===== src/rtl/dly_stretch_bank_if.sv =====
// rtl/dly_stretch_bank_if.sv - trigger, config and pulse bundle for dly_stretch_bank
// Purpose: groups the per-channel trigger inputs, configuration fields and pulse
//          outputs of the delay-and-stretch bank.
// Signals: din (NCH), cfg_dly (NCH*DW), cfg_wid (NCH*WW), cfg_retrig (NCH) driven by master;
//          dout, busy, drop (NCH each) driven by slave; veto (1) driven by master
//          only when DLY_VETO_EN is defined.
// Modports: master (trigger/config source), slave (the delay bank).
interface dly_stretch_bank_if #(
    parameter int NCH = 8,
    parameter int DW  = 4,
    parameter int WW  = 4
);
    logic [NCH-1:0]    din;
    logic [NCH*DW-1:0] cfg_dly;
    logic [NCH*WW-1:0] cfg_wid;
    logic [NCH-1:0]    cfg_retrig;
    logic [NCH-1:0]    dout;
    logic [NCH-1:0]    busy;
    logic [NCH-1:0]    drop;
`ifdef DLY_VETO_EN
    logic              veto;

    modport master (output din, cfg_dly, cfg_wid, cfg_retrig, veto,
                    input  dout, busy, drop);
    modport slave  (input  din, cfg_dly, cfg_wid, cfg_retrig, veto,
                    output dout, busy, drop);
`else
    modport master (output din, cfg_dly, cfg_wid, cfg_retrig,
                    input  dout, busy, drop);
    modport slave  (input  din, cfg_dly, cfg_wid, cfg_retrig,
                    output dout, busy, drop);
`endif
endinterface


===== src/rtl/dly_stretch_bank.sv =====
// rtl/dly_stretch_bank.sv - multi-channel programmable delay-and-stretch line
// Purpose: per channel, synchronise the raw trigger, detect its rising edge, wait a
//          programmable delay, then emit a pulse of programmable width. Optional
//          retrigger extension and drop reporting.
// Ports:   clk   - system clock, posedge
//          rst_n - asynchronous active-low reset, release synchronised internally
//          bus   - dly_stretch_bank_if.slave: din/cfg_dly/cfg_wid/cfg_retrig in,
//                  dout/busy/drop out (all registered)
// Option:  DLY_VETO_EN - adds bus.veto; edges detected while veto=1 are discarded silently.
module dly_stretch_bank #(
    parameter int NCH  = 8,
    parameter int DW   = 4,
    parameter int WW   = 4,
    parameter int SYNC = 2
) (
    input logic               clk,
    input logic               rst_n,
    dly_stretch_bank_if.slave bus
);
    localparam int CW  = (DW > WW) ? DW : WW;
    localparam int WCW = $clog2(SYNC + 2);

    typedef enum logic [1:0] {
        ST_IDLE    = 2'd0,
        ST_DELAY   = 2'd1,
        ST_STRETCH = 2'd2
    } state_t;

    logic [1:0]     rst_pipe_q;
    logic [WCW-1:0] warm_q;
    logic [NCH-1:0] sync_q [SYNC];
    logic [NCH-1:0] s_q;
    state_t         state_q [NCH];
    logic [CW-1:0]  cnt_q [NCH];
    logic [WW-1:0]  widm1_q [NCH];
    logic [NCH-1:0] retrig_q;
    logic [NCH-1:0] dout_q;
    logic [NCH-1:0] busy_q;
    logic [NCH-1:0] drop_q;
    logic           run;
    logic           warm;
    logic [NCH-1:0] edge_acc;

    // A width of 0 is treated as 1, so the stored count is max(wid,1)-1.
    function automatic logic [WW-1:0] wid_m1(input logic [WW-1:0] w);
        return (w == '0) ? '0 : w - 1'b1;
    endfunction

    assign run  = rst_pipe_q[1];
    // Edges are ignored until the synchroniser and its delayed copy hold real
    // post-reset samples; a level held high across reset must not look like an edge.
    assign warm = (warm_q == WCW'(SYNC + 1));

    always_comb begin
        edge_acc = sync_q[SYNC-1] & ~s_q & {NCH{warm}};
`ifdef DLY_VETO_EN
        edge_acc = edge_acc & ~{NCH{bus.veto}};
`endif
    end

    // Reset release pipeline, warm-up counter and input synchroniser.
    always_ff @(posedge clk or negedge rst_n) begin
        if (!rst_n) begin
            rst_pipe_q <= '0;
            warm_q     <= '0;
            s_q        <= '0;
            for (int k = 0; k < SYNC; k++) begin
                sync_q[k] <= '0;
            end
        end else begin
            rst_pipe_q <= {rst_pipe_q[0], 1'b1};
            if (run && !warm) begin
                warm_q <= warm_q + 1'b1;
            end
            sync_q[0] <= bus.din;
            for (int k = 1; k < SYNC; k++) begin
                sync_q[k] <= sync_q[k-1];
            end
            s_q <= sync_q[SYNC-1];
        end
    end

    // Per-channel IDLE/DELAY/STRETCH machines with registered outputs.
    always_ff @(posedge clk or negedge rst_n) begin
        if (!rst_n) begin
            for (int i = 0; i < NCH; i++) begin
                state_q[i] <= ST_IDLE;
                cnt_q[i]   <= '0;
                widm1_q[i] <= '0;
            end
            retrig_q <= '0;
            dout_q   <= '0;
            busy_q   <= '0;
            drop_q   <= '0;
        end else begin
            drop_q <= '0;
            if (run) begin
                for (int i = 0; i < NCH; i++) begin
                    case (state_q[i])
                        ST_IDLE: begin
                            if (edge_acc[i]) begin
                                // Configuration is frozen here for the whole pulse.
                                widm1_q[i]  <= wid_m1(bus.cfg_wid[i*WW +: WW]);
                                retrig_q[i] <= bus.cfg_retrig[i];
                                busy_q[i]   <= 1'b1;
                                if (bus.cfg_dly[i*DW +: DW] != '0) begin
                                    state_q[i] <= ST_DELAY;
                                    cnt_q[i]   <= CW'(bus.cfg_dly[i*DW +: DW] - 1'b1);
                                end else begin
                                    state_q[i] <= ST_STRETCH;
                                    cnt_q[i]   <= CW'(wid_m1(bus.cfg_wid[i*WW +: WW]));
                                    dout_q[i]  <= 1'b1;
                                end
                            end
                        end
                        ST_DELAY: begin
                            drop_q[i] <= edge_acc[i];
                            if (cnt_q[i] == '0) begin
                                state_q[i] <= ST_STRETCH;
                                cnt_q[i]   <= CW'(widm1_q[i]);
                                dout_q[i]  <= 1'b1;
                            end else begin
                                cnt_q[i] <= cnt_q[i] - 1'b1;
                            end
                        end
                        ST_STRETCH: begin
                            if (edge_acc[i] && retrig_q[i]) begin
                                cnt_q[i] <= CW'(widm1_q[i]);
                            end else begin
                                // A non-retriggerable edge, even on the last cycle,
                                // is reported and never starts a back-to-back pulse.
                                drop_q[i] <= edge_acc[i];
                                if (cnt_q[i] == '0) begin
                                    state_q[i] <= ST_IDLE;
                                    dout_q[i]  <= 1'b0;
                                    busy_q[i]  <= 1'b0;
                                end else begin
                                    cnt_q[i] <= cnt_q[i] - 1'b1;
                                end
                            end
                        end
                        default: begin
                            state_q[i] <= ST_IDLE;
                            dout_q[i]  <= 1'b0;
                            busy_q[i]  <= 1'b0;
                        end
                    endcase
                end
            end
        end
    end

    assign bus.dout = dout_q;
    assign bus.busy = busy_q;
    assign bus.drop = drop_q;
endmodule


===== src/flat_wrapper.sv =====
// flat-port wrapper written by rule: the top's interface ports become plain ports
module dly_stretch_bank_flat 
#(
    parameter int NCH  = 8,
    parameter int DW   = 4,
    parameter int WW   = 4,
    parameter int SYNC = 2
)
  (clk, rst_n, bus_din, bus_cfg_dly, bus_cfg_wid, bus_cfg_retrig, bus_dout, bus_busy, bus_drop);
  dly_stretch_bank_if #(.NCH(NCH), .DW(DW), .WW(WW)) bus_i ();
  input logic clk;
  input logic rst_n;
  input wire logic [$bits(bus_i.din)-1:0] bus_din;
  input wire logic [$bits(bus_i.cfg_dly)-1:0] bus_cfg_dly;
  input wire logic [$bits(bus_i.cfg_wid)-1:0] bus_cfg_wid;
  input wire logic [$bits(bus_i.cfg_retrig)-1:0] bus_cfg_retrig;
  output wire logic [$bits(bus_i.dout)-1:0] bus_dout;
  output wire logic [$bits(bus_i.busy)-1:0] bus_busy;
  output wire logic [$bits(bus_i.drop)-1:0] bus_drop;
  assign bus_i.din = bus_din;
  assign bus_i.cfg_dly = bus_cfg_dly;
  assign bus_i.cfg_wid = bus_cfg_wid;
  assign bus_i.cfg_retrig = bus_cfg_retrig;
  assign bus_dout = bus_i.dout;
  assign bus_busy = bus_i.busy;
  assign bus_drop = bus_i.drop;
  dly_stretch_bank #(.NCH(NCH), .DW(DW), .WW(WW), .SYNC(SYNC)) u_core (.clk(clk), .rst_n(rst_n), .bus(bus_i));
endmodule

===== config.mk =====
export PLATFORM = sky130hd
export DESIGN_NAME = dly_stretch_bank_flat
export DESIGN_NICKNAME = d
export VERILOG_FILES = /design/src/rtl/dly_stretch_bank_if.sv /design/src/rtl/dly_stretch_bank.sv /design/src/flat_wrapper.sv
export SDC_FILE = /design/constraint.sdc
export NUM_CORES = 1
export LEC_CHECK = 0
export BUFFER_PORTS_ARGS = -buffer_cell sky130_fd_sc_hd__buf_2
export CORE_MARGIN = 2
export CORE_UTILIZATION = 45
export CTS_BUF_LIST = sky130_fd_sc_hd__clkbuf_4 sky130_fd_sc_hd__clkbuf_8 sky130_fd_sc_hd__clkbuf_16
export CTS_CLUSTER_SIZE = 20
export DETAILED_ROUTE_END_ITERATION = 10
export PLACE_DENSITY = 0.64
export REMOVE_ABC_BUFFERS = 1
export SYNTH_ARGS = -nofsm -noshare
export SYNTH_HDL_FRONTEND = slang
export SYNTH_SLANG_ARGS = --single-unit

===== constraint.sdc =====
create_clock -name clk -period 2.8 [get_ports clk]
set_input_delay 0 -clock clk [delete_from_list [all_inputs] [get_ports clk]]
set_output_delay 0 -clock clk [all_outputs]
set_load 0.02 [all_outputs]

==> results of run 1 <==
-- power groups by stage --
stage	Combinational (mW)	Clock (mW)	Sequential, mW
6_report	5.25	2.17	3.52
5_1_grt	5.93	2.31	3.65
3_5_place_dp	5.16	0	3.54
4_1_cts	5.26	2.22	3.52
2_1_floorplan	3.89	0	3.49
3_3_place_gp	5.11	0	3.53
-- layout by cell type (no fill, tap or decap), types with 7 or more instances in the layout --
cell type        n
inv_1           83
nor2_1          70
dlygate4sd3_1   48
o22a_1          12
nor2b_1         12
and3_1           7
a211o_1          8
a211oi_1        17
o31ai_1         12
o21ai_0         72
mux2i_1         12
nand3_1          8
a31oi_1         14
buf_2          104
or3b_2          10
o211ai_1        21
ha_1            56
xnor2_1         14
a21oi_1         59
nand4b_1         8
mux2_2          31
nand2_1         88
nor3_1          25
or2_2            7
nor3b_1         22
clkbuf_16       17
dfrtp_1        140
o22ai_1         10
-- final cells by class --
class                      count  area, um^2
fill                        1789        8680
multi-input combinational    721        5000
sequential                   140        3500
timing repair buffer         157        1050
clock buffer                  22         482
tap                          265         332
inverter                      84         315
clock inverter                10        91.3
-- kinds of logic after synthesis --
family	count (synthesis)
XOR/XNOR	16
adder cells (fa/ha/maj)	57
AND/OR/NAND/NOR	299
buffers and inverters	108
flip-flops	140
other	1
multiplexers	44
AO/OA/AOI/OAI	304
-- metal layers --
metal	GRT usage (%)	part of all wire, %	vias up
met5	0	0	-
met2	32.6	47	118
met1	26.8	49	3549
met4	6.59	1.7	0
met3	3.88	2.7	24
li1	-	-	3844
-- flip-flops by register name, summed over array words and instances (netlist names) --
signal	count
u_core.widm1_q	32
u_core.sync_q	16
u_core.bus.dout	8
u_core.bus.busy	8
u_core.state_q	16
u_core.cnt_q	32
u_core.rst_pipe_q	2
u_core.retrig_q	8
u_core.bus.drop	8
u_core.warm_q	2
u_core.s_q	8
-- worst max-delay path: stages, from the launching register on --
cell and delay, ns:
dfrtp_1 0.38, ha_2 0.39, nand2_2 0.26, nor3b_1 0.34, nand2_1 0.24, o31ai_1 0.26
dlygate4sd3_1 0.57
-- path summary, 6_finish.rpt --
kind	startpoint	end	slack, ns	depth (start not counted)
worst max-delay path	u_core.warm_q[0]	u_core.widm1_q[16]	0.31	6
worst min register to register	u_core.sync_q[15]	u_core.sync_q[7]	0.35	0
worst max register to register	u_core.warm_q[0]	u_core.widm1_q[16]	0.31	6
worst min-delay path	bus_cfg_dly[18]	u_core.cnt_q[15]	0.01	3
max in group asynchronous	rst_n	u_core.sync_q[3]	1.86	3
min in group asynchronous	rst_n	u_core.cnt_q[15]	0.12	2
-- repair_timing --
item,CTS,global route
setup endpoints to repair,0,1
endpoints found under the hold margin,100,0
hold buffers,48,0
gates resized for setup,0,1
-- per-stage QoR --
stage	hold slack, ns	setup WS, ns	cell area, um^2
detailed placement	0.0356	0.391	9730
finish	0.0144	0.310	10800
global placement	0.0277	0.483	9730
CTS	0.00236	0.0481	10800
floorplan	-0.296	0.787	8820
global route	0.0149	0.0973	10800
==> out/qor.yml, run 1 <==
status: "complete, no violations"
drive_gt1_share_pct: 18.6
grt_max_degree: 64
synthMuxAreaShare_pct: 5.38
clockBufferDepth: 2
finalHoldViolCount: 0
ys_seq_area_share_pct: 39.2
rsz0062_at_grt: "false"
critPathMaxFanout: 13
synth-async-reset-ratio_pct: 100
initial_core_util_pct: 45.9
clock-sinks: 140
grt_pass1_vias: 7117
setup_viol: 0
area.growth.synth_to_final_pct: 20.8
worstPathArrival_ns: 2.84
max_freq_mhz: 402
synth_top_family_by_area: "compound AO/OA/AOI/OAI gates"
cts_tree: "done"
num_antenna_cells: 0
synthXorXnorAreaFrac_pct: 1.57
coreArea_mm2: 0.0195
h-tree-depth: 4
synth_edf_count: 0
post-route-min-period_ns: 2.49
ys_warn_count: 0
worstSetupPathType: "flip-flop to flip-flop"
drt_iter0_drc: 250
hp-class: "input pin to flip-flop"
power.leakage_nw: 4.82
slew_violations: 0
crit_path_end_kind: "flip-flop"
synth_area_mm2: 0.00893
std_cell_rows: 51
path_clk_slew_ns: 0.06
cts_buffers: 17
gp_congestion: 0.865
finClkSkew_ns: 0.0149
pwr-share-clk_pct: 19.8
wl_per_cell_um: 14.5
maxCapViolations: 0
die_w_um: 145
yosysMostFrequentCell: "dfrtp_1"
dp_cells: 1319
grt_use_total_pct: 20.0
drcViolationCount: 0
required_ns: 3.15
synth_top_area_share_pct: 39.2
ys.flop_type: "dfrtp_1"
avgViaCountPerCell: 5.39
synth_cell_types: 81
slew_headroom_pct: 46.2
wirelength_um: 20300
cp-start-kind: "flip-flop"
yosys.area.top_type: "dfrtp_1"
ir_drop_mv: 0.577
syn_area_per_cell_um2: 9.22
seqPwrFrac_pct: 32.2
vias: 7535
fin_cells: 1399
dpl.hpwl_um: 14700
nets: 1260
postCtsSetupRepairBufs: 0
first_pass_iters: 4
yosys-top-cells-count: "dfrtp_1, nand2_1, inv_1"
synth_fa_ha_area_share_pct: 7.99
clk_latency_ns: 0.42
dieHeight_um: 145
syn_inst: 969
switchingPower_mw: 4.49
io_pins: 106
finalCritPeriodShare_pct: 88.9
grt_pass1_wl_um: 33500
netSwitchingFraction_pct: 41.1
yosys.area_share.simple_pct: 17.9
p_per_area_mw_per_mm2: 1010
worst_pin_slew_ns: 0.805
dieArea_mm2: 0.0210
synth_compound_area_share_pct: 23.2
internal_power_mw: 6.44
post-route-util_pct: 55.4
total_power_mw: 10.9
antenna_found_initial: 0
portBuffers: 105
cts-root-buf: "clkbuf_16"
synth_area_leaders: "dfrtp_1, ha_1, o21ai_0"
setup_tns_ns: 0
comb_power_share_pct: 48.0
synth-seq-cells: 140
grt_overflow: 0
ant_nets: 0
Note: power is estimated with default switching activity, not from simulation.
==> run 2, diff against run 1 <==
==> constraint.sdc (replaced) <==
create_clock -name clk -period 3.15 [get_ports clk]
set_input_delay 0 -clock clk [delete_from_list [all_inputs] [get_ports clk]]
set_output_delay 0 -clock clk [all_outputs]
set_load 0.02 [all_outputs]
==> run 2 against run 1 <==
  * Via count rose by 1.5%
  * Final cell count rose by 0.36%
  * Worst setup slack improved by 0.16 ns
  * Flip-flop and latch count did not move
  * Critical path type unchanged
  * Die area did not move
  * Non-clock buffer count rose by 5
  * Power fell by 8.9%
  * Clock power fell by 2%
  * Highest routed layer is now met5
  * Clock skew fell by 0.0090 ns
  * Global-route usage rose by 0.51 points
  * Hold slack improved by 0.0024 ns
  * Maximum frequency fell by 7.0%
==> out/qor.yml, run 2 (same netlist as run 1, synthesis figures left out) <==
slew_headroom_pct: 45.1  # -1.1 points
fin_cells: 1404  # +0.36%
dieHeight_um: 145  # unchanged
die_w_um: 145  # unchanged
worstPathArrival_ns: 3.05  # +0.21 ns
ir_drop_mv: 0.503  # -13%
finalHoldViolCount: 0  # unchanged
cts_buffers: 17  # unchanged
required_ns: 3.52  # +0.37 ns
setup_tns_ns: 0  # unchanged
portBuffers: 105  # unchanged
finalCritPeriodShare_pct: 85.0  # -3.9 points
drive_gt1_share_pct: 18.3  # -0.35 points
drt_iter0_drc: 334  # +34%
slew_violations: 0  # unchanged
io_pins: 106  # unchanged
timing.rr.start: "u_core.warm_q[0]"
cp_slowest_cell: "dlygate4sd3_1"
critPathBufInv: 1  # unchanged
cts_resized: 0  # unchanged
cp_cell_sequence: "ha_1 -> nand2_2 -> nor3b_1 -> nand2_1 -> o31ai_1 -> dlygate4sd3_1"
clockBufferDepth: 2  # unchanged
gp_congestion: 0.788  # -8.9%
postCtsSetupRepairBufs: 0  # unchanged
grt_use_total_pct: 20.5  # +0.51 points
grt_overflow: 0  # unchanged
maxCapViolations: 0  # unchanged
critPathMaxFanout: 13  # unchanged
p_per_area_mw_per_mm2: 915  # -9.8%
num_antenna_cells: 0  # unchanged
grt_pass1_vias: 7207  # +1.3%
avgViaCountPerCell: 5.45  # +1.1%
status: "complete, no violations"
layout_common_cells: "dfrtp_1, buf_2, nand2_1, inv_1, o21ai_0"
clk_latency_ns: 0.43  # about the same
worstSetupPathType: "flip-flop to flip-flop"
setup_viol: 0  # unchanged
dpl.hpwl_um: 15100  # +2.5%
vias: 7646  # +1.5%
cp-startpoint: "u_core.warm_q[0]"
max_freq_mhz: 373  # -7.0%
coreArea_mm2: 0.0195  # unchanged
clock-sinks: 140  # unchanged
rsz0062_at_grt: "false"
cts_tree: "done"
cpLargestDelayFamily: "simple AND/OR/NAND/NOR gates"
post-route-util_pct: 56.0  # +0.56 points
antenna_found_initial: 1  # +1
wl_per_cell_um: 14.8  # +2.2%
initial_core_util_pct: 45.9  # unchanged
power.leakage_nw: 4.88  # +1.2%
hp-class: "input pin to flip-flop"
mostFrequentLayoutCell: "dfrtp_1"
path_clk_slew_ns: 0.06  # about the same
wirelength_um: 20800  # +2.6%
crit_path_end_kind: "flip-flop"
nets: 1265  # +0.40%
fillers: 1763  # -1.5%
worst_pin_slew_ns: 0.821  # +0.0164 ns
std_cell_rows: 51  # unchanged
grt_pass1_wl_um: 34200  # +2.3%
largestRegisters: "u_core.cnt_q x32, u_core.widm1_q x32"
max_stage_delay_ns: 0.57  # about the same
worstHoldStart: "bus_cfg_wid[30]"
ant_nets: 0  # unchanged
h-tree-depth: 4  # unchanged
dp_cells: 1317  # -0.15%
cts-root-buf: "clkbuf_16"
dieArea_mm2: 0.0210  # unchanged
first_pass_iters: 5  # +1
drcViolationCount: 0  # unchanged
post-route-min-period_ns: 2.68  # +0.188 ns
cp-start-kind: "flip-flop"
area.growth.synth_to_final_pct: 22.0
grt_max_degree: 81  # +27%
finClkSkew_ns: 0.00589  # -0.00898 ns
-- run 2: cell types whose count changed in the layout (fill, tap and decap cells not counted) --
cell / before / now
clkbuf_8: 3 / 1
ha_2: 1 / 0
ha_1: 56 / 57
bufinv_16: 1 / 3
clkinvlp_4: 5 / 0
inv_6: 0 / 3
dlygate4sd3_1: 48 / 55
clkinv_2: 3 / 0
clkinv_4: 1 / 5
clkbuf_4: 2 / 1
buf_4: 3 / 1
inv_8: 0 / 2
-- run 2: layout make-up --
class	count	area, um^2	share of cell area (%)
Clock inverter	13	183	1.68
Inverter	84	315	2.89
Timing Repair Buffer	162	1110	10.2
Sequential cell	140	3500	32.2
Tap cell	265	332	3.04
Multi-Input combinational cell	721	5000	45.9
Clock buffer	19	447	4.10
-- run 2: through the flow --
stage          cell area (um^2)  total power [mW]  setup WS, ns  hold WS, ns
6_report                  10900              9.97         0.472       0.0167
5_1_grt                   10900              10.8         0.312       0.0339
4_1_cts                   10900              10.0         0.404      0.00607
3_5_place_dp               9710              7.77         0.716        0.104
3_3_place_gp               9710              7.69         0.758       0.0977
2_1_floorplan              8820              6.56          1.14       -0.296
-- run 2: repair_timing --
| item | 4_1_cts | 5_1_grt |
|---|---|---|
| hold endpoints to repair | 121 | 0 |
| endpoints found under the setup margin | 0 | 0 |
| hold buffers | 55 | 0 |
-- run 2: path summary, 6_finish.rpt --
kind / endpoint / slack (ns) / cells after the start
worst max-delay path: u_core.widm1_q[16] / 0.47 / 6
worst min-delay path: u_core.widm1_q[2] / 0.02 / 3
worst max register to register: u_core.widm1_q[16] / 0.47 / 6
worst min register to register: u_core.sync_q[1] / 0.35 / 0
max in group asynchronous: u_core.widm1_q[0] / 2.18 / 3
min in group asynchronous: u_core.widm1_q[13] / 0.17 / 2
-- run 2: where the power goes --
part	leakage [nW]	switching (mW)	total, mW	internal, mW
logic	2.91	2.65	4.72	2.06
registers	1.66	0.625	3.14	2.51
clock network	0.310	0.817	2.12	1.30
total	4.88	4.10	9.97	5.87
-- run 2: worst reg2reg max path, delay by kind of cell (launching register included) --
family / cells / cell delay (ns)
and+or+nand+nor: 3 / 0.92
buffers and inverters: 1 / 0.57
adders and majority gates: 1 / 0.50
DFF: 1 / 0.36
AOI/OAI and AO/OA: 1 / 0.26
-- run 2: metal layers --
metal	share of wire [%]	track usage, %	routed length, um
met1	48	27.4	9890
met2	47	33.6	9850
met4	1.4	5.62	300
met5	0.067	0	14
met3	3.6	4.77	755
